==> src/rtl/ysyx_22040125_halt_pkg.sv <==
// Shared types and defaults for the halt controller.
package ysyx_22040125_halt_pkg;

  // Halt controller FSM states
  typedef enum logic [1:0] {
    RUN    = 2'd0,
    DRAIN  = 2'd1,
    REPORT = 2'd2,
    HALTED = 2'd3
  } halt_state_e;

  // Default maximum number of DRAIN cycles before a forced report
  localparam int HALT_DRAIN_TIMEOUT_DEF = 16;

endpackage

==> src/rtl/ysyx_22040125_halt_timer.sv <==
// Clearable saturating up-counter with a terminal-count flag.
// The count stops at LIMIT-1; tc is high while the count sits there.
module ysyx_22040125_halt_timer #(
  parameter int LIMIT = 16,
  parameter int CW    = (LIMIT > 1) ? $clog2(LIMIT) : 1
) (
  input  logic clk,
  input  logic rst,
  input  logic clr,
  input  logic en,
  output logic tc
);

  localparam logic [CW-1:0] TC_VAL = CW'(LIMIT - 1);
  localparam logic [CW-1:0] ONE    = CW'(1);

  logic [CW-1:0] count_r;
  logic          tc_s;

  assign tc_s = (count_r == TC_VAL);
  assign tc   = tc_s;

  // Count register: clear wins over enable, never wraps past TC_VAL
  always_ff @(posedge clk or negedge rst) begin
    if (!rst) begin
      count_r <= '0;
    end else if (clr) begin
      count_r <= '0;
    end else if (en && !tc_s) begin
      count_r <= count_r + ONE;
    end else begin
      count_r <= count_r;
    end
  end

endmodule

==> src/rtl/ysyx_22040125_halt_ctrl.sv <==
// Halt controller: freezes the core on an ebreak pulse, waits for the
// pipeline to drain (bounded), reports trap PC / exit code over a
// valid/ready handshake and keeps the core halted until resumed.
module ysyx_22040125_halt_ctrl
  import ysyx_22040125_halt_pkg::*;
#(
  parameter int XLEN          = 64,
  parameter int DRAIN_TIMEOUT = HALT_DRAIN_TIMEOUT_DEF
) (
  input  logic            clk,
  input  logic            rst,
  input  logic            trap_in,
  input  logic [XLEN-1:0] trap_pc,
  input  logic [XLEN-1:0] trap_code,
  input  logic            pipe_idle,
  output logic            stall_req,
  output logic            rpt_valid,
  input  logic            rpt_ready,
  output logic [XLEN-1:0] rpt_pc,
  output logic [XLEN-1:0] rpt_code,
  output logic            rpt_good,
  output logic            rpt_timeout,
  output logic            halted,
  input  logic            resume
);

  halt_state_e     state_r;
  halt_state_e     state_next_s;
  logic            capture_s;
  logic            timer_clr_s;
  logic            timer_tc_s;
  logic            timeout_next_s;
  logic            timeout_r;
  logic            stall_req_r;
  logic            rpt_valid_r;
  logic            halted_r;
  logic [XLEN-1:0] rpt_pc_r;
  logic [XLEN-1:0] rpt_code_r;

  // Drain bound: counts only while in DRAIN, cleared on trap capture / resume
  ysyx_22040125_halt_timer #(
    .LIMIT (DRAIN_TIMEOUT)
  ) u_timer (
    .clk (clk),
    .rst (rst),
    .clr (timer_clr_s),
    .en  (state_r == DRAIN),
    .tc  (timer_tc_s)
  );

  // Next-state logic and capture/clear strobes
  always_comb begin
    state_next_s   = state_r;
    capture_s      = 1'b0;
    timer_clr_s    = 1'b0;
    timeout_next_s = timeout_r;
    case (state_r)
      RUN: begin
        if (trap_in) begin
          state_next_s = DRAIN;
          capture_s    = 1'b1;
          timer_clr_s  = 1'b1;
        end else begin
          state_next_s = RUN;
        end
      end
      DRAIN: begin
        // An idle pipeline beats the timeout when both hold together
        if (pipe_idle) begin
          state_next_s   = REPORT;
          timeout_next_s = 1'b0;
        end else if (timer_tc_s) begin
          state_next_s   = REPORT;
          timeout_next_s = 1'b1;
        end else begin
          state_next_s = DRAIN;
        end
      end
      REPORT: begin
        if (rpt_ready) begin
          state_next_s = HALTED;
        end else begin
          state_next_s = REPORT;
        end
      end
      HALTED: begin
        // resume wins over a simultaneous trap; the trap is dropped
        if (resume) begin
          state_next_s   = RUN;
          timeout_next_s = 1'b0;
          timer_clr_s    = 1'b1;
        end else begin
          state_next_s = HALTED;
        end
      end
      default: begin
        state_next_s   = RUN;
        timeout_next_s = 1'b0;
        timer_clr_s    = 1'b1;
      end
    endcase
  end

  // State, registered status outputs and trap capture registers
  always_ff @(posedge clk or negedge rst) begin
    if (!rst) begin
      state_r     <= RUN;
      stall_req_r <= 1'b0;
      rpt_valid_r <= 1'b0;
      halted_r    <= 1'b0;
      timeout_r   <= 1'b0;
      rpt_pc_r    <= '0;
      rpt_code_r  <= '0;
    end else begin
      state_r     <= state_next_s;
      stall_req_r <= (state_next_s != RUN);
      rpt_valid_r <= (state_next_s == REPORT);
      halted_r    <= (state_next_s == HALTED);
      timeout_r   <= timeout_next_s;
      if (capture_s) begin
        rpt_pc_r   <= trap_pc;
        rpt_code_r <= trap_code;
      end else begin
        rpt_pc_r   <= rpt_pc_r;
        rpt_code_r <= rpt_code_r;
      end
    end
  end

  assign stall_req   = stall_req_r;
  assign rpt_valid   = rpt_valid_r;
  assign halted      = halted_r;
  assign rpt_timeout = timeout_r;
  assign rpt_pc      = rpt_pc_r;
  assign rpt_code    = rpt_code_r;
  assign rpt_good    = ~(|rpt_code_r);

endmodule

==> config.mk <==
export PLATFORM = sky130hd
export DESIGN_NAME = ysyx_22040125_halt_ctrl
export DESIGN_NICKNAME = d
export VERILOG_FILES = /design/src/rtl/ysyx_22040125_halt_pkg.sv /design/src/rtl/ysyx_22040125_halt_timer.sv /design/src/rtl/ysyx_22040125_halt_ctrl.sv
export SDC_FILE = /design/constraint.sdc
export NUM_CORES = 1
export LEC_CHECK = 0
export ABC_AREA = 1
export CORE_UTILIZATION = 35
export DETAILED_ROUTE_END_ITERATION = 16
export GPL_TIMING_DRIVEN = 0
export PLACE_DENSITY = 0.69
export SLEW_MARGIN = 20
export SYNTH_ARGS = -nofsm -noshare
export SYNTH_HDL_FRONTEND = slang
export SYNTH_SLANG_ARGS = --single-unit
==> constraint.sdc <==
create_clock -name clk -period 5.1 [get_ports clk]
set_clock_uncertainty 0.2 [all_clocks]
set_input_delay 1.275 -clock clk [delete_from_list [all_inputs] [get_ports clk]]
set_output_delay 1.275 -clock clk [all_outputs]
set_load 0.01 [all_outputs]
==> metrics.txt <==
met3 WL post-DR=1060 um; CTS tree=yes; setup violators final=0; first-pass GRT wire length=~25,000 um; Hold Crit Start=rpt_pc[32]; clk root buf=clkbuf_16; status=finished clean; share of layout cells above drive strength 1=between 20% and 30%; dpl cell area=8800 um2; # IOs=around 270; Slew Viols, Final=0; initial drt markers=approximately 130; Die Height=about 130 um; Clock Path Buffers=2; final period utilization=67.9%; worst-path fanout max=3; Seq cells post-synth=around 140; worst stage delay on the critical path=570 ps; Power Internal=4.18 mW; GP Congestion=about 0.85; Place WS=2040 ps; count leader, synth=dfrtp_1; crit start category=flop; grt ovf=0; DP HPWL=between 10,000 and 15,000 um; CTS Buf Count=17; Placed Cells=920; IR drop worst, VDD=0.000390 V; ANT nets after route=0; Die W=~130 um; 1st-pass router iterations=4; initial antenna violation count=0; initial core utilization=between 30% and 40%; crit path cell chain=nor2_1 > nand4_1 > nor2_1 > nand2_1 > nor2_1 > clkdlybuf4s50_1; crit path time final=between 3000 and 4000 ps; total core area=between 15,000 and 20,000 um2; Final Non-Filler Cells=952; Setup TNS=0 ps; final hold violation count=0; met1 wire length=roughly 6100 um; Clk pwr share=approximately a fifth; DR vias/cell=around 4.6; register area=roughly 3500 um2; hold slack=302 ps; clock slew at reported path FFs=around 60 ps; Worst EP required=roughly 3600 ps; Slew @ Worst Pin=~640 ps; multi-input logic area=around 2100 um2; crit path from=rpt_code[59]; post-cts resize count=0; gr usage total=a little under a fifth; largest net degree at the start of global routing=82; crit path kind=reg -> out; synth warn=0; port bufs=266; Top FF cell, synth=dfrtp_1; RSZ-0062 raised after global routing=no; # diodes=0; routed vias=roughly 4,400; routed len/inst=between 15 and 20 um; ys async rst share=100%; Cells after Synth=roughly 440; switching pwr=1.94 mW; CP max-delay cell=clkdlybuf4s50_1; slack of the critical path=1640 ps; most frequent CP cell=nor2_1; setup bufs post-CTS=0; CTS sink cnt=approximately 140; DRC viols=0; Design Area, Final=between 9000 and 10,000 um2; sequential share of power=33.0%; top sig layer=met4; Synth area leader=dfrtp_1; Setup crit end kind=output pin; Final #Nets=approximately 860; met2 WL=approximately 8000 um; max_cap viols=0; Post-Syn Area=5840 um2; top cells by area, synth=dfrtp_1 (59%), mux2_4 (18%), mux2_2 (7.3%); FILL cells=1,304; clk_lat worst skew=approximately 410 ps; Synth cell types=18; vias in the first global route=4,769; register area share after synthesis=between 50% and 60%; Util after Layout=58.5%; Rel. slew slack=57.5%; Commonest cells post-synth=dfrtp_1 (138), mux2_4 (70), nor2_1 (58), mux2_2 (38), nand2_1 (35); Area Overhead vs Synth=60.8%; drt total wl=15,400 um; PwrDens=roughly 650 nW/um2; Avg Synthesized Cell Area=~13 um2; R2R Path Start=state_r[0]; number of synthesized flops with an enable pin=0; CTS H-tree lvls=4; switching part of the total=31.8%; WP data arrival=1990 ps; syn nets=between 500 and 600; Post-CTS Hold Fix Bufs=0; static leakage=approximately 4.3 nW; Max Freq=between 0.2 and 0.3 GHz; Comb pwr share=a little under half; # rows=46; worst min-delay path category=reg -> reg; Yosys top cell area share=approximately three fifths; Pwr Total=around 6.1 mW; die area=between 15,000 and 20,000 um2
## cell usage in the layout (no fill, tap or decap)
| master | count |
|---|---|
| nor2_1 | 58 |
| nand2_1 | 35 |
| clkbuf_8 | 1 |
| a21oi_1 | 21 |
| o21ai_1 | 2 |
| mux2_2 | 38 |
| bufinv_16 | 2 |
| clkinv_2 | 3 |
| clkbuf_16 | 17 |
| or2_2 | 1 |
| nand4_1 | 6 |
| buf_8 | 1 |
| inv_1 | 34 |
| and2_1 | 2 |
| inv_6 | 3 |
| o21ai_0 | 3 |
| buf_6 | 8 |
| mux2_4 | 70 |
| nand3_1 | 5 |
| buf_16 | 1 |
| clkdlybuf4s50_1 | 265 |
| and2_0 | 1 |
| buf_2 | 8 |
| clkinvlp_4 | 6 |
| dfrtp_1 | 138 |
| ha_1 | 6 |
| o21a_1 | 1 |
## sequential cells by signal (all words and copies together), names as in the netlist
name,count
rpt_pc,64
rpt_code,64
rpt_valid,1
state_r,2
halted,1
rpt_timeout,1
u_timer.count_r,4
stall_req,1
## final timing paths
| path | to | slack, ps | cells past startpoint |
|---|---|---|---|
| max in group asynchronous | rpt_code[56] | 3360 | 2 |
| worst min register to register | rpt_pc[32] | 300 | 1 |
| worst max-delay path | rpt_good | 1640 | 6 |
| worst max register to register | rpt_code[56] | 3190 | 6 |
| worst min-delay path | rpt_pc[32] | 300 | 1 |
| min in group asynchronous | rpt_code[34] | 630 | 1 |
## layer usage
metal	track usage, %	up-vias
met4	5.29	0
li1	-	2018
met2	32.7	164
met3	6.25	14
met5	0	-
met1	21.6	2155
## area by class of cell
class / instances / share of cell area, %
sequential: 138 / 36.8
multi-input combinational: 249 / 22.7
timing repair buffer: 267 / 28.7
clock inverter: 14 / 1.56
inverter: 34 / 1.36
clock buffer: 18 / 4.68
buffer: 16 / 1.39
tap: 216 / 2.88
## kinds of logic (layout without fill, tap and decap cells)
| kind of cell | after synthesis | count (layout) | synth area share (%) |
|---|---|---|---|
| flops | 138 | 138 | 59.1 |
| mux | 108 | 108 | 25.3 |
| simple gates | 108 | 108 | 7.48 |
| buf+inv | 50 | 349 | 4.41 |
| compound gates | 27 | 27 | 2.36 |
| fa+ha+maj | 6 | 6 | 1.29 |
## power groups by stage
stage	Combinational, mW	Sequential, mW	Clock [mW]
floorplan	1.20	2.24	0
global route	3.07	2.10	1.30
detailed placement	2.90	2.04	0
finish	2.88	2.02	1.22
CTS	2.92	2.03	1.25
global placement	2.86	2.00	0
## critical path, delay by kind of cell, from the launching register on
family	cells	cell delay [ps]
flops	1	400
buf+inv	1	570
simple gates	5	610
Power figures use the tool's default switching activity.
==> edit (config.mk and constraints unchanged) <==
Set the parameter `XLEN` to 60 (it was 64).
--- a/src/rtl/ysyx_22040125_halt_ctrl.sv
+++ b/src/rtl/ysyx_22040125_halt_ctrl.sv
@@ -6,3 +6,3 @@
 #(
-  parameter int XLEN          = 64,
+  parameter int XLEN          = 60,
   parameter int DRAIN_TIMEOUT = HALT_DRAIN_TIMEOUT_DEF
Ports: changed (resized rpt_code, rpt_pc, trap_code and trap_pc); port bits go from 267 to 251. The function was not compared with the original's and may differ.
==> edit against the original RTL <==
Power down 3.1%. Setup slack worse by 0.052 ns. Sequential share of layout area shrank 1.4 points. Synthesized area fell by 1.1%. Critical path depth rose by 2. Final area is 2.2% lower. Register-to-register slack gained 0.08 ns. Hold slack improved by 0.0066 ns. Combinational power down 3%. Sequential cell count down 8. Routed wire length is 5.5% lower. Fmax shrank 1.5%. Non-clock buffer count decreased by 17. Critical endpoint unchanged.
==> edit: results (changes against the original RTL) <==
filler cell count in the final layout=1332 (was 1304); HP Class=reg2reg (unchanged); Post CTS Setup Buffer Count=0 (unchanged); vias per inst=4.430 (was 4.570); Final Instance Count excl. Fillers=908 (was 952); Post-Place Cells=876 (was 920); GP Congestion=0.7481 (was 0.8472); DP Worst Slack=2.006 ns (was 2.037 ns); total iterations of the first detailed-routing run=4 (unchanged); LEAKAGE=0.004257 µW (was 0.004279 µW); hold path start=rpt_pc[13] (was rpt_pc[32]); status=completed (unchanged); part of the Yosys area used for sequential elements=56.34% (was 59.14%); vias in the first global route=4392 (was 4769); worst flop-to-flop path startpoint=state_r[0] (unchanged); clk_lat worst skew=0.41 ns (about the same); top cells by area, synth=dfrtp_1, mux2_4, nor2_1, buf_12, nand2_1 (was dfrtp_1, mux2_4, mux2_2, nor2_1, nand2_1); routed wl met2=7202 µm (was 8000 µm); Clock Pin Slew Worst Setup and Hold Paths=0.06 ns (about the same); Nets=811 (was 863); worst-path fanout max=2 (was 3); top routing layer in use=met4 (unchanged); PortBufs=250 (was 266); met3 Usage GRT=6.678% (was 6.250%); CP top delay family=buffers and inverters (was simple AND/OR/NAND/NOR gates); worst-case clock buffer depth=2 (unchanged); Worst Hold Endpoint=rpt_pc[13] (was rpt_pc[32]); first-pass GRT wire length=22270 µm (was 25350 µm); worst reg-to-reg setup slack=3.27 ns (was 3.19 ns); share of cells above drive strength 1=23.55% (was 21.60%); DRT met1 WL=5769 µm (was 6125 µm); DR WL met3=1335 µm (was 1061 µm); Area after DPL=8579 µm² (was 8805 µm²); Initial DRC Count=107 (was 132); M2 GR Usage=29.85% (was 32.68%); TritonCTS Buffers=17 (unchanged); largest net degree at the start of global routing=89 (was 82); Max-slew headroom=69.23% (was 57.46%); Data arrival, critical path=2.04 ns (was 1.99 ns); Syn Nets=541 (was 577); Wirelength per Cell=16.01 µm (was 16.15 µm); r2r endpoint=rpt_pc[8] (was rpt_code[56]); GR Util met1=19.34% (was 21.64%); top post-synthesis cells by count=dfrtp_1, mux2_4, nor2_1, nand2_1, inv_1 (was dfrtp_1, mux2_4, nor2_1, mux2_2, nand2_1); Total Routing Usage GR=17.42% (was 18.69%); YS warnings=0 (unchanged); peak supply drop=251.6 µV (was 389.9 µV); Yosys cell types=23 (was 18); HPWL after DPL=10860 µm (was 11510 µm); Syn Area/Cell=14.12 µm² (was 13.36 µm²); Synth async-reset ratio=100.0% (unchanged); Hold Path Depth=1 (unchanged)
## edit: cell count changes after synthesis, moves of 8 or more
cell / delta
a21oi_1: -13
a21oi_2: +10
buf_12: +9
dfrtp_1: -8
mux2_2: -31
mux2_4: +27
## edit: cell type report
class	instances	area, µm²	share of cell area [%]
Sequential cell	130	3253	35.42
Tap cell	216	270.3	2.943
Timing Repair Buffer	251	2535	27.60
Inverter	28	105.1	1.144
Buffer	15	239.0	2.602
Multi-Input combinational cell	236	2177	23.71
Clock inverter	12	157.7	1.717
Clock buffer	20	446.7	4.864
## edit: power by group
| group | switching, µW | total, µW | internal [µW] | leakage, µW |
|---|---|---|---|---|
| clock network | 455 | 1240 | 783 | 0.000287 |
| registers | 346 | 1900 | 1560 | 0.00152 |
| logic | 1010 | 2790 | 1780 | 0.00245 |
## edit: how the worst max path moves through the flow
stage | startpoint | to | slack (ns)
4_1_cts | rpt_code[4] | rpt_good | 1.55
6_report | rpt_code[4] | rpt_good | 1.59
2_1_floorplan | rpt_code[16] | rpt_good | 2.66
3_5_place_dp | rpt_code[4] | rpt_good | 2.01
3_3_place_gp | rst | rpt_pc[10] | -2.49
5_1_grt | rpt_code[7] | rpt_good | 1.47
## edit: logic make-up after synthesis
logic type | Yosys count | synth area share (%)
simple gates | 104 | 7.216
mux | 104 | 26.59
fa+ha+maj | 6 | 1.300
compound gates | 22 | 2.600
flops | 130 | 56.34
buf+inv | 43 | 5.959
## edit: through the flow
stage | hold slack, ns | setup TNS, ns
floorplan | 0.2721 | 0
global placement | 0.2866 | -321.94
detailed placement | 0.2799 | 0
CTS | 0.3096 | 0
global route | 0.3149 | 0
finish | 0.3083 | 0
